`src/rtl/ysyx_24100006_lsu.sv`:
```
// Load/store unit: one outstanding request, aligned bus access with byte strobes and load extension.
// Optional YSYX_24100006_LSU_MISALIGN_TRAP_EN faults misaligned accesses without touching the bus.
module ysyx_24100006_lsu #(
  parameter int unsigned XLEN   = 32,
  parameter int unsigned ADDR_W = 32
) (
  input  logic              clk,
  input  logic              reset,
  input  logic              req_valid,
  output logic              req_ready,
  input  logic              req_we,
  input  logic [1:0]        req_size,
  input  logic              req_unsigned,
  input  logic [ADDR_W-1:0] req_addr,
  input  logic [XLEN-1:0]   req_wdata,
  output logic              resp_valid,
  input  logic              resp_ready,
  output logic [XLEN-1:0]   resp_rdata,
  output logic              resp_err,
  output logic              mem_req_valid,
  input  logic              mem_req_ready,
  output logic              mem_we,
  output logic [ADDR_W-1:0] mem_addr,
  output logic [XLEN/8-1:0] mem_wmask,
  output logic [XLEN-1:0]   mem_wdata,
  input  logic              mem_resp_valid,
  input  logic [XLEN-1:0]   mem_rdata,
  input  logic              mem_resp_err
);

  localparam int unsigned NB     = XLEN / 8;
  localparam int unsigned OFF_W  = $clog2(NB);
  localparam int unsigned SIDX_W = $clog2(XLEN);

  typedef enum logic [1:0] {StIdle, StReq, StWait, StResp} state_e;
  state_e state_q, state_d;

  logic              we_q, uns_q, rerr_q;
  logic [1:0]        size_q;
  logic [OFF_W-1:0]  off_q;
  logic [ADDR_W-1:0] addr_q;
  logic [NB-1:0]     wmask_q;
  logic [XLEN-1:0]   wdata_q, rdata_q;

  logic [OFF_W-1:0] req_off;
  logic [3:0]       req_bytes;
  logic [NB-1:0]    req_mask;
  logic             illegal, misalign, fast_err, accept;

  assign req_off   = req_addr[OFF_W-1:0];
  assign req_bytes = 4'd1 << req_size;
  // Bytes past the bus boundary fall off through truncation.
  assign req_mask  = NB'(((16'd1 << req_bytes) - 16'd1) << req_off);
  assign illegal   = (XLEN == 32) && (req_size == 2'd3);
  assign misalign  = (req_off & OFF_W'(req_bytes - 4'd1)) != '0;
`ifdef YSYX_24100006_LSU_MISALIGN_TRAP_EN
  assign fast_err  = illegal || misalign;
`else
  assign fast_err  = illegal;
`endif
  assign accept    = (state_q == StIdle) && req_valid;

  // Load extraction: shift lane into place, keep size bytes, then extend.
  logic [XLEN-1:0]   shifted, keep, load_ext;
  logic [6:0]        nbits;
  logic [SIDX_W-1:0] sign_idx;

  always_comb begin
    shifted  = mem_rdata >> {off_q, 3'b000};
    nbits    = 7'd8 << size_q;
    keep     = ~({XLEN{1'b1}} << nbits);
    sign_idx = SIDX_W'(nbits - 7'd1);
    load_ext = (shifted & keep) | ((shifted[sign_idx] && !uns_q) ? ~keep : '0);
  end

  always_ff @(posedge clk) begin
    if (reset) state_q <= StIdle;
    else       state_q <= state_d;
  end

  always_comb begin
    state_d = state_q;
    unique case (state_q)
      StIdle:  if (req_valid)      state_d = fast_err ? StResp : StReq;
      StReq:   if (mem_req_ready)  state_d = StWait;
      StWait:  if (mem_resp_valid) state_d = StResp;
      StResp:  if (resp_ready)     state_d = StIdle;
      default: state_d = StIdle;
    endcase
  end

  always_comb begin
    req_ready     = (state_q == StIdle);
    mem_req_valid = (state_q == StReq);
    resp_valid    = (state_q == StResp);
  end

  always_ff @(posedge clk) begin
    if (reset) begin
      we_q    <= 1'b0;
      uns_q   <= 1'b0;
      rerr_q  <= 1'b0;
      size_q  <= '0;
      off_q   <= '0;
      addr_q  <= '0;
      wmask_q <= '0;
      wdata_q <= '0;
      rdata_q <= '0;
    end else begin
      if (accept) begin
        we_q    <= req_we;
        uns_q   <= req_unsigned;
        size_q  <= req_size;
        off_q   <= req_off;
        addr_q  <= {req_addr[ADDR_W-1:OFF_W], {OFF_W{1'b0}}};
        wmask_q <= req_we ? req_mask : '0;
        wdata_q <= req_wdata << {req_off, 3'b000};
        rdata_q <= '0;
        rerr_q  <= fast_err;
      end
      if ((state_q == StWait) && mem_resp_valid) begin
        rerr_q  <= mem_resp_err;
        rdata_q <= (we_q || mem_resp_err) ? '0 : load_ext;
      end
    end
  end

  assign mem_we     = we_q;
  assign mem_addr   = addr_q;
  assign mem_wmask  = wmask_q;
  assign mem_wdata  = wdata_q;
  assign resp_rdata = rdata_q;
  assign resp_err   = rerr_q;

endmodule

```
`config.mk`:
```
export PLATFORM = sky130hd
export DESIGN_NAME = ysyx_24100006_lsu
export DESIGN_NICKNAME = d
export VERILOG_FILES = /design/src/rtl/ysyx_24100006_lsu.sv
export SDC_FILE = /design/constraint.sdc
export NUM_CORES = 1
export LEC_CHECK = 0
export BUFFER_PORTS_ARGS = -buffer_cell sky130_fd_sc_hd__buf_2
export CAP_MARGIN = 5
export CORE_ASPECT_RATIO = 0.7
export CORE_MARGIN = 1
export CORE_UTILIZATION = 51
export DETAILED_ROUTE_END_ITERATION = 6
export GPL_TIMING_DRIVEN = 0
export PLACE_DENSITY = 0.93
export REMOVE_ABC_BUFFERS = 1
export SETUP_SLACK_MARGIN = 0.5
export SYNTH_ARGS = -nofsm -noshare
export SYNTH_HDL_FRONTEND = slang
export SYNTH_SLANG_ARGS = --single-unit
export TNS_END_PERCENT = 30
```
`constraint.sdc`:
```
create_clock -name clk -period 5.1 [get_ports clk]
set_clock_uncertainty 0.05 [all_clocks]
set_input_delay 0.765 -clock clk [delete_from_list [all_inputs] [get_ports clk]]
set_output_delay 0.765 -clock clk [all_outputs]
set_load 0.05 [all_outputs]
```
==> impl_metrics.yaml <==
logic_synthesis:
  synth.cell_area_mm2: 0.004763
  ys_seq_area_frac: 0.4497
  ys_ff_latch: 107
  async_flop_share: 0
  synth-main-ff-cell: "dfxtp_1"
  synth_edf_count: 0
  synth.distinct_cells: 44
  syn_avg_cell_area_um2: 9.021
  syn-instance-count: 528
  synth_warnings: 0
clock_tree:
  clockBufferDepth: 2
  cts-root-buf: "clkbuf_16"
  clk_latency_ps: 340
  path_clk_slew_ps: 70
  cts_tree: "done"
  post_cts_buffers: 0
  ctsHoldBuffers: 0
  clkSinkCount: 107
  cts_resized: 0
  cts_buffers: 9
  cts.htree.levels: 3
worst_hold_path:
  hold_class: "reg -> reg"
  hold_path_depth: 2
power_and_ir_drop:
  powerDensity_mw_per_mm2: 464.9
  leakage_uw: 0.002763
  peakVddDrop_v: 0.0002585
place:
  gp_congestion: 0.8996
  pre_cts_ws_ps: 2069
  dpl_cell_area_mm2: 0.005797
  port_buffers: 209
  dp.final_hpwl_um: 10010
job:
  cap_violations: 0
setup_path:
  worstPathArrival_ps: 3180
  endpoint_kind: "flip-flop"
  cp_max_fo: 47
  criticalPathCategory: "reg -> reg"
  critical_path_required_ps: 5320
  reg2regPathDepth: 7
  setup.worst_path.start_class: "flip-flop"
global_routing:
  grt_use_total: 0.2827
  grt-ovfl-total: 0
  grt_pass1_wl_um: 22180
  antenna_found_initial: 0
  grt_pass1_vias: 4545
  grt_max_degree: 100
cells_and_area:
  final_area_mm2: 0.006081
  final_util: 0.6703
  final_nets: 820
  drive_gt1_frac: 0.3666
  area_delta_synth_final_pct: 27.66
  diodes: 0
drt:
  met1_length_um: 5936
  route.met3.wl_um: 1079
  antenna_left: 0
  drt_first_iter_violations: 515
  wl_per_cell_um: 16.60
  route.met2.wl_um: 6540
  routed_wl_um: 13880
  drtPass1Iterations: 5
  drc: 0
  vias_per_cell: 5.706
  topRoutingLayerUsed: "met4"
  num_vias: 4770
timing:
  setup_slack_ps: 2142
  finalCriticalPeriod_ps: 2958
  setup_viol: 0
  fin_setup_tns_ps: 0
  fmax_mhz: 338.0
  relSlewSlack: 0.1355
  period_share: 0.5801
  timing.hold.ws_ps: 402.4
  worstMarginPinSlew_ps: 1295
  grt_setup_unrepaired: "no"
  hold_viol_final: 0
  slew_violations: 0
floorplan:
  die_area_mm2: 0.009736
  pin_count: 212
  fp.dieH_um: 82.86
  coreArea_mm2: 0.009071
  rows: 29
  start_util: 0.5251
  die_w_um: 117.5
outcome:
  outcome: "completed"
[power breakdown]
part	internal, µW	total [µW]	switching (µW)	leakage, µW
clock network	349	660	310	0.000144
logic	323	1140	816	0.00175
registers	945	1030	83.8	0.000871
[worst paths after layout]
check | start | endpoint | slack (ps)
worst max-delay path | state_q[1] | mem_wdata[16] | 2140
worst min-delay path | mem_addr[28] | mem_addr[28] | 400
worst max register to register | state_q[1] | mem_wdata[16] | 2140
worst min register to register | mem_addr[28] | mem_addr[28] | 400
[cells in the mapped netlist (3+ instances only)]
library cell,number,area (µm²)
dfxtp_1,107,2142
nand2_1,97,364.1
a21oi_1,57,285.3
nor2_1,44,165.2
a22oi_1,41,307.8
clkbuf_1,28,105.1
mux2_2,24,270.3
o21ai_0,21,105.1
mux2i_1,17,170.2
a222oi_1,8,80.08
o211ai_1,8,60.06
a22o_1,7,61.31
ha_1,6,75.07
buf_2,5,25.02
buf_4,5,37.54
nor2b_1,5,31.28
buf_1,4,15.01
mux4_1,4,105.1
mux4_2,4,90.09
nand2b_1,4,25.02
nor3_1,4,20.02
inv_1,3,11.26
[critical path: stages, from the launching register on]
cell and delay, ps:
dfxtp_1 350, inv_1 120, ha_1 250, nand2_2 400
buf_12 350, nor2_1 960, a222oi_1 250, nor2_1 150
[layer usage]
layer	track usage	up-vias
met5	0	-
met1	0.3587	2256
met4	0.1096	0
li1	-	2243
met2	0.4723	239
met3	0.06113	32
[flip-flops by register name, summed over array words and instances (netlist names)]
| name | flops |
|---|---|
| mem_wdata | 32 |
| mem_wmask | 4 |
| resp_rdata | 32 |
| size_q | 2 |
| off_q | 2 |
| resp_err | 1 |
| uns_q | 1 |
| state_q | 2 |
| mem_addr | 30 |
| mem_we | 1 |
[through the flow]
| stage | std cells | power (µW) |
|---|---|---|
| final | 836 | 2827 |
| after global routing | 836 | 2962 |
| after CTS | 836 | 2833 |
| after detailed placement | 820 | 2176 |
| after global placement | 818 | 2109 |
| after floorplan | 485 | 1838 |
[area by class of cell]
type / count / area (µm²)
timing repair buffer: 211 / 1076
multi-input combinational: 374 / 2409
inverter: 4 / 15.01
sequential: 107 / 2142
fill: 747 / 2990
clock inverter: 6 / 45.04
tap: 124 / 155.1
clock buffer: 10 / 239.0
[cell usage in the layout, fill, tap and decap left out, types with 2 or more instances in the layout]
master / netlist / routed
mux4_1: 4 / 4
nand2b_1: 4 / 4
inv_1: 3 / 3
a21oi_1: 57 / 57
o211ai_1: 8 / 8
a222oi_1: 8 / 8
a22oi_1: 41 / 41
clkbuf_16: 0 / 9
a311oi_1: 2 / 2
a22o_1: 7 / 7
buf_2: 5 / 208
o21ai_0: 21 / 21
mux2i_1: 17 / 17
nand2_1: 97 / 96
mux2_2: 24 / 24
dfxtp_1: 107 / 107
inv_6: 0 / 3
nor2_1: 44 / 44
mux4_2: 4 / 4
clkinv_2: 0 / 2
nor2b_1: 5 / 5
nor3_1: 4 / 4
nand3_1: 2 / 2
ha_1: 6 / 6
conb_1: 1 / 2
buf_4: 5 / 2
[cell families after synthesis]
kind of cell | count (synthesis) | share of synthesized area
simple gates | 166 | 0.1474
compound gates | 151 | 0.2067
flops | 107 | 0.4497
mux | 49 | 0.1334
buf+inv | 48 | 0.04623
fa+ha+maj | 6 | 0.01576
other cells | 1 | 0.0007873
Power figures use the tool's default switching activity.
